--- src/rtl/ga_generation_ctrl.sv ---
// ---------------------------------------------------------------------------
// ga_generation_ctrl
//
// Sequencer for one genetic-algorithm run. For each generation it asks an
// external fitness unit to score every chromosome (one request per index),
// asks an external sorter to rank the population, then asks an external
// mating unit to rebuild ranks 2..POP_SIZE-1 from neighbouring parents.
// Ranks 0 and 1 are kept as elites. The run stops after max_gen
// generations, or on abort.
//
// Optional feature (compile-time macro GA_EARLY_EXIT_EN):
//   when defined, a fitness score of zero (perfect match) ends the run
//   immediately after that score is stored; generation is not incremented.
//
// Ports
//   clk, rst        : rising-edge clock, synchronous active-high reset
//   start, abort    : run request (IDLE/FINISH only), return-to-idle request
//   max_gen         : generation limit, captured when start is accepted
//   fit_start/fit_idx/fit_done/fit_value : fitness-unit handshake
//   sort_start/sort_done                 : sorter handshake
//   fitness_array   : stored scores, entry i at [i*WIDTH +: WIDTH]
//   mate_start/mate_p1_rank/mate_p2_rank/child_idx/mate_done : mating handshake
//   busy, done      : run in progress, run finished (held in FINISH)
//   generation      : completed generations (saturating)
//   best_fitness    : lowest score seen since the last accepted start
// ---------------------------------------------------------------------------
module ga_generation_ctrl #(
  parameter int POP_SIZE = 10,
  parameter int WIDTH    = 5,
  parameter int GEN_W    = 8
) (
  input  logic                          clk,
  input  logic                          rst,
  input  logic                          start,
  input  logic                          abort,
  input  logic [GEN_W-1:0]              max_gen,
  output logic                          fit_start,
  output logic [$clog2(POP_SIZE)-1:0]   fit_idx,
  input  logic                          fit_done,
  input  logic [WIDTH-1:0]              fit_value,
  output logic                          sort_start,
  input  logic                          sort_done,
  output logic [POP_SIZE*WIDTH-1:0]     fitness_array,
  output logic                          mate_start,
  output logic [$clog2(POP_SIZE)-1:0]   mate_p1_rank,
  output logic [$clog2(POP_SIZE)-1:0]   mate_p2_rank,
  output logic [$clog2(POP_SIZE)-1:0]   child_idx,
  input  logic                          mate_done,
  output logic                          busy,
  output logic                          done,
  output logic [GEN_W-1:0]              generation,
  output logic [WIDTH-1:0]              best_fitness
);

  localparam int IDX_W = $clog2(POP_SIZE);
  localparam int H     = POP_SIZE / 2;

  localparam logic [IDX_W-1:0] LAST_IDX  = IDX_W'(POP_SIZE - 1);
  localparam logic [IDX_W-1:0] LAST_RANK = IDX_W'(H - 1);

  typedef enum logic [3:0] {
    IDLE      = 4'd0,
    FIT_REQ   = 4'd1,
    FIT_WAIT  = 4'd2,
    SORT_REQ  = 4'd3,
    SORT_WAIT = 4'd4,
    MATE_REQ  = 4'd5,
    MATE_WAIT = 4'd6,
    NEXT_GEN  = 4'd7,
    FINISH    = 4'd8
  } state_t;

  state_t             r_state;
  state_t             w_next_state;

  logic               w_start_acc;
  logic               w_fit_acc;
  logic               w_sort_acc;
  logic               w_mate_acc;
  logic               w_gen_step;
  logic [GEN_W:0]     w_gen_plus1;

  logic               r_fit_start;
  logic               r_sort_start;
  logic               r_mate_start;
  logic               r_busy;
  logic               r_done;
  logic [GEN_W-1:0]   r_generation;
  logic [GEN_W-1:0]   r_max_gen;
  logic [IDX_W-1:0]   r_fit_idx;
  logic [IDX_W-1:0]   r_child_idx;
  logic [IDX_W-1:0]   r_p1_rank;
  logic [IDX_W-1:0]   r_p2_rank;
  logic [WIDTH-1:0]   r_best;
  logic [WIDTH-1:0]   r_fit_arr [POP_SIZE];

  // One extra bit so a saturated counter still compares as "reached the limit".
  assign w_gen_plus1 = {1'b0, r_generation} + (GEN_W+1)'(1);

  // Next-state decode and handshake-acceptance strobes.
  always_comb begin
    w_next_state = r_state;
    w_start_acc  = 1'b0;
    w_fit_acc    = 1'b0;
    w_sort_acc   = 1'b0;
    w_mate_acc   = 1'b0;
    w_gen_step   = 1'b0;
    if (abort) begin
      w_next_state = IDLE;
    end else begin
      case (r_state)
        IDLE, FINISH: begin
          if (start) begin
            w_start_acc  = 1'b1;
            w_next_state = (max_gen == '0) ? FINISH : FIT_REQ;
          end else begin
            w_next_state = r_state;
          end
        end
        FIT_REQ:  w_next_state = FIT_WAIT;
        FIT_WAIT: begin
          if (fit_done) begin
            w_fit_acc = 1'b1;
`ifdef GA_EARLY_EXIT_EN
            if (fit_value == '0) begin
              w_next_state = FINISH;
            end else if (r_fit_idx == LAST_IDX) begin
              w_next_state = SORT_REQ;
            end else begin
              w_next_state = FIT_REQ;
            end
`else
            if (r_fit_idx == LAST_IDX) begin
              w_next_state = SORT_REQ;
            end else begin
              w_next_state = FIT_REQ;
            end
`endif
          end else begin
            w_next_state = FIT_WAIT;
          end
        end
        SORT_REQ:  w_next_state = SORT_WAIT;
        SORT_WAIT: begin
          if (sort_done) begin
            w_sort_acc   = 1'b1;
            w_next_state = MATE_REQ;
          end else begin
            w_next_state = SORT_WAIT;
          end
        end
        MATE_REQ:  w_next_state = MATE_WAIT;
        MATE_WAIT: begin
          if (mate_done) begin
            w_mate_acc   = 1'b1;
            w_next_state = (r_child_idx == LAST_IDX) ? NEXT_GEN : MATE_REQ;
          end else begin
            w_next_state = MATE_WAIT;
          end
        end
        NEXT_GEN: begin
          w_gen_step   = 1'b1;
          w_next_state = (w_gen_plus1 >= {1'b0, r_max_gen}) ? FINISH : FIT_REQ;
        end
        default: w_next_state = IDLE;
      endcase
    end
  end

  // State register.
  always_ff @(posedge clk) begin
    if (rst) begin
      r_state <= IDLE;
    end else begin
      r_state <= w_next_state;
    end
  end

  // Registered strobes and status, decoded from the state being entered.
  always_ff @(posedge clk) begin
    if (rst) begin
      r_fit_start  <= 1'b0;
      r_sort_start <= 1'b0;
      r_mate_start <= 1'b0;
      r_busy       <= 1'b0;
      r_done       <= 1'b0;
    end else begin
      r_fit_start  <= (w_next_state == FIT_REQ);
      r_sort_start <= (w_next_state == SORT_REQ);
      r_mate_start <= (w_next_state == MATE_REQ);
      r_busy       <= (w_next_state != IDLE) && (w_next_state != FINISH);
      r_done       <= (w_next_state == FINISH);
    end
  end

  // Datapath: counters, latched limit, score storage and best score.
  always_ff @(posedge clk) begin
    if (rst) begin
      r_generation <= '0;
      r_max_gen    <= '0;
      r_fit_idx    <= '0;
      r_child_idx  <= '0;
      r_p1_rank    <= '0;
      r_p2_rank    <= '0;
      r_best       <= '1;
      for (int i = 0; i < POP_SIZE; i++) begin
        r_fit_arr[i] <= '0;
      end
    end else begin
      if (w_start_acc) begin
        r_generation <= '0;
        r_max_gen    <= max_gen;
        r_fit_idx    <= '0;
        r_best       <= '1;
      end
      if (w_fit_acc) begin
        r_fit_arr[r_fit_idx] <= fit_value;
        if (fit_value < r_best) begin
          r_best <= fit_value;
        end
        // Only advance when another fitness request follows; the last index
        // (or an early exit) leaves fit_idx on the chromosome just scored.
        if (w_next_state == FIT_REQ) begin
          r_fit_idx <= r_fit_idx + IDX_W'(1);
        end
      end
      if (w_sort_acc) begin
        // First rebuilt child is rank 2; its parents are ranks 0 and 1.
        r_child_idx <= IDX_W'(2);
        r_p1_rank   <= '0;
        r_p2_rank   <= IDX_W'(1);
      end
      if (w_mate_acc && (w_next_state == MATE_REQ)) begin
        // Parents track (child-2) mod H and (child-1) mod H incrementally.
        r_child_idx <= r_child_idx + IDX_W'(1);
        r_p1_rank   <= (r_p1_rank == LAST_RANK) ? '0 : r_p1_rank + IDX_W'(1);
        r_p2_rank   <= (r_p2_rank == LAST_RANK) ? '0 : r_p2_rank + IDX_W'(1);
      end
      if (w_gen_step) begin
        if (r_generation != '1) begin
          r_generation <= r_generation + GEN_W'(1);
        end
        if (w_next_state == FIT_REQ) begin
          r_fit_idx <= '0;
        end
      end
    end
  end

  for (genvar g = 0; g < POP_SIZE; g++) begin : g_flat
    assign fitness_array[g*WIDTH +: WIDTH] = r_fit_arr[g];
  end

  assign fit_start    = r_fit_start;
  assign fit_idx      = r_fit_idx;
  assign sort_start   = r_sort_start;
  assign mate_start   = r_mate_start;
  assign mate_p1_rank = r_p1_rank;
  assign mate_p2_rank = r_p2_rank;
  assign child_idx    = r_child_idx;
  assign busy         = r_busy;
  assign done         = r_done;
  assign generation   = r_generation;
  assign best_fitness = r_best;

endmodule

--- config.mk ---
export PLATFORM = sky130hd
export DESIGN_NAME = ga_generation_ctrl
export DESIGN_NICKNAME = d
export VERILOG_FILES = /design/src/rtl/ga_generation_ctrl.sv
export SDC_FILE = /design/constraint.sdc
export NUM_CORES = 1
export LEC_CHECK = 0
export ABC_AREA = 1
export BUFFER_PORTS_ARGS = -buffer_cell sky130_fd_sc_hd__buf_2
export CORE_UTILIZATION = 49
export CTS_CLUSTER_DIAMETER = 60
export DETAILED_ROUTE_END_ITERATION = 6
export PLACE_DENSITY = 0.83
export SLEW_MARGIN = 20
export SYNTH_ARGS = -nofsm -noshare
export SYNTH_HDL_FRONTEND = slang
export SYNTH_SLANG_ARGS = --single-unit
--- constraint.sdc ---
create_clock -name clk -period 2.2 [get_ports clk]
set_input_delay 0.33 -clock clk [delete_from_list [all_inputs] [get_ports clk]]
set_output_delay 0.33 -clock clk [all_outputs]
set_load 0.1 [all_outputs]
==> impl_results.md <==
- Crit path arrival time: 2820 ps
- Post-synth ARST share: 0%
- Final worst path period need: 2510 ps
- Failing checks: design-rule violations, negative setup slack
- Layout Skew: 16.4 ps
- # rows: 34
- Via count: 3859
- Switching Share: 29.4%
- Cell taking the most area after synthesis: edfxtp_1
- Synthesized cell area: 0.00450 mm^2
- Final wirelength: 10.6 mm
- Slew of the pin with the lowest slew margin: 1010 ps
- DRC Markers: 24
- GRT Residual Overflow: 0
- Area after DPL: 0.00531 mm^2
- Clock latency on the worst-skew pair: 370 ps
- Syn_nets: 531
- Sequential share of the synthesized area: 53.9%
- Status: finished with violations
- Clock-pin slew on the worst setup and hold paths: 90 ps
- Cells after Synth: 490
- Combinational share of power: 13.9%
- Critical path's slowest cell: dfxtp_4
- First-pass GRT wire length: 16.6 mm
- Max-slew violation count: 0
- Initial core utilization: 51.1%
- Final setup viols: 20
- Initial antenna violation count: 0
- Bufs and invs on worst path: 2
- Netlist cell types: 33
- Slowest cell delay on critical path: 370 ps
- Final hold slack: 199 ps
- Period utilization: 114%
- Most frequent cells in the layout: 103 x buf_2, 76 x nor2_1, 54 x nand2_1
- FF/Latch Area: 0.00245 mm^2
- Overall Power: 3.59 mW
- Avg Cell Area, Syn: 9.18 um^2
- Pre-Repair DR Iteration Count: 7
- Port Buffers: 103
- Slew headroom: 32.7%
- Internal Power: 2.53 mW
- Final worst slack: -314 ps
- RSZ-0062 raised after global routing: yes
- MaxCap Viol Count: 0
- Fin. Hold Viols: 0
- CTS tree: yes
- Worst path cell trace: ha_4 -> nand3_4 -> xor2_1 -> inv_1 -> ha_4 -> nand2_2 -> inv_2 -> nand3_2 -> nand3_2 -> nand2_1 -> nand2_1 -> nand2_2 -> nand2_1 -> nand2_1 -> nand2_2 -> o21ai_4 -> nand3_2 -> nand2_2 -> nand2_2 -> nor2_1
- DR WL/cell: 14.5 um
- Total Routing Usage GR: 22.0%
- Core area: 0.00881 mm^2
- Ys flop type: edfxtp_1
- Clock power share: 32.2%
- Initial DRC Count: 191
- Cts hold-fix bufs: 0
- Number of global-route vias before repair: 3527
- Footprint of the multi-input gates: 0.00205 mm^2
- CTS H-Tree Depth: 3
- Root buffer cell: clkbuf_8
- Hold Crit Class: input port to flip-flop
- FMAX: 398 MHz
- Post-synth EDFFs: 50
- Largest net degree at the start of global routing: 34
- Die W: 97.8 um
- Ant. Diodes: 0
- Synth top area cells: edfxtp_1 33%, dfxtp_1 20%, nor2_1 6.5%
- Final design utilization: 65.9%
- Pre-CTS WS: -179 ps
- Die Y: 97.8 um
- Worst vdd ir: 345 uV
- TritonCTS Sinks: 96
- CP Max Fanout: 7
- Pwr per Cell Area: 619 mW/mm^2
- TritonCTS buffer count: 9
- Filler cells: 695
- Switching pwr: 1.06 mW
- Die area: 0.00957 mm^2
- Worst path most repeated cell: nand2_2
- Req. time, crit path: 2500 ps
- Fin nets: 660
- Crit path max-delay family: simple AND/OR/NAND/NOR gates
- Worst setup EP type: flip-flop
- Final Instance Area: 0.00580 mm^2
- YS warnings: 0
- Crit path launch type: flip-flop
- Sequential power share: 53.9%
- Routability congestion estimate: 0.940
- Setup CP Type: flip-flop to flip-flop
- Synthesis-to-layout area growth: 29.0%
- CTS max path bufs: 2
- Most common cell after layout, fill and taps aside: buf_2
- Antenna Violating Nets Remaining: 0
- Vias per cell: 5.27
- Yosys reg bits: 96
- Fraction of layout cells with a size suffix above 1: 38.5%
- Post-synth top area share: 33.4%
- HPWL Detailed: 7.33 mm
- IO Pins: 104
- Lkg Pwr: 2.53 nW
-- cell type report --
class / count / area share, %
well taps: 108 / 2.33
repair inverters: 1 / 0.108
multi-input cells: 318 / 35.3
repair buffers: 128 / 12.4
flip-flops and latches: 96 / 42.2
clock inverters: 6 / 1.14
inverters: 65 / 4.29
clock buffers: 10 / 2.20
-- synth_stat cells (all sizes together) (4+ instances only) --
library cell and number:
nor2 86, edfxtp 50, nand4 9, nand3 33, a31oi 4, a21oi 43, xor2 9, clkbuf 8
o21ai 25, inv 65, nand2 72, ha 21, dfxtp 46, xnor2 4
-- metal layers --
layer	vias up	part of all wire [%]	GRT usage, %
met5	-	0	0
met4	0	2.0	9.32
met3	21	6.3	3.65
met2	141	50	37.8
met1	1811	42	27.4
li1	1886	-	-
-- path summary, 6_finish.rpt --
path | cells past startpoint | slack (ps) | endpoint | start
max reg2reg | 20 | -310 | fit_idx[0] | generation[0]
min reg2reg | 2 | 450 | r_max_gen[0] | r_max_gen[0]
max | 20 | -310 | fit_idx[0] | generation[0]
min | 3 | 200 | best_fitness[0] | fit_value[0]
-- worst min-delay path, delay by kind of cell --
family | cells | cell delay, ps
buf+inv | 1 | 100
compound gates | 1 | 60
simple gates | 1 | 50
-- cell families after synthesis --
| kind of cell | Yosys count | share of synthesized area (%) |
|---|---|---|
| simple gates | 208 | 22.0 |
| flops | 96 | 53.9 |
| compound gates | 76 | 9.24 |
| buf+inv | 76 | 6.56 |
| fa+ha+maj | 21 | 5.84 |
| xor+xnor | 13 | 2.53 |
-- power by group through the flow --
stage | logic, mW | registers (mW) | clock network [mW]
after floorplan | 0.106 | 2.25 | 0
after global placement | 0.469 | 1.97 | 0
after detailed placement | 0.477 | 1.97 | 0
after CTS | 0.480 | 1.93 | 1.16
after global routing | 0.525 | 1.94 | 1.24
final | 0.500 | 1.93 | 1.16
-- sequential cells by signal, indices dropped and copies added, names as in the netlist, 4 cells and up --
name / count
r_fit_arr: 50
generation: 8
r_max_gen: 8
best_fitness: 5
child_idx: 4
fit_idx: 4
mate_p1_rank: 4
mate_p2_rank: 4
r_state: 4
-- timing repair --
action,CTS,global route
endpoints found under the setup margin,20,23
gates resized for setup,8,51
gates cloned,1,0
buffers inserted,3,3
pin swaps,11,15
-- metrics by stage --
stage          TNS, ps  cells
3_3_place_gp     -1490    709
3_5_place_dp     -2780    709
4_1_cts          -2430    729
5_1_grt          -8350    732
2_1_floorplan    -4480    490
6_report         -4710    732
(Power assumes the default switching activity.)
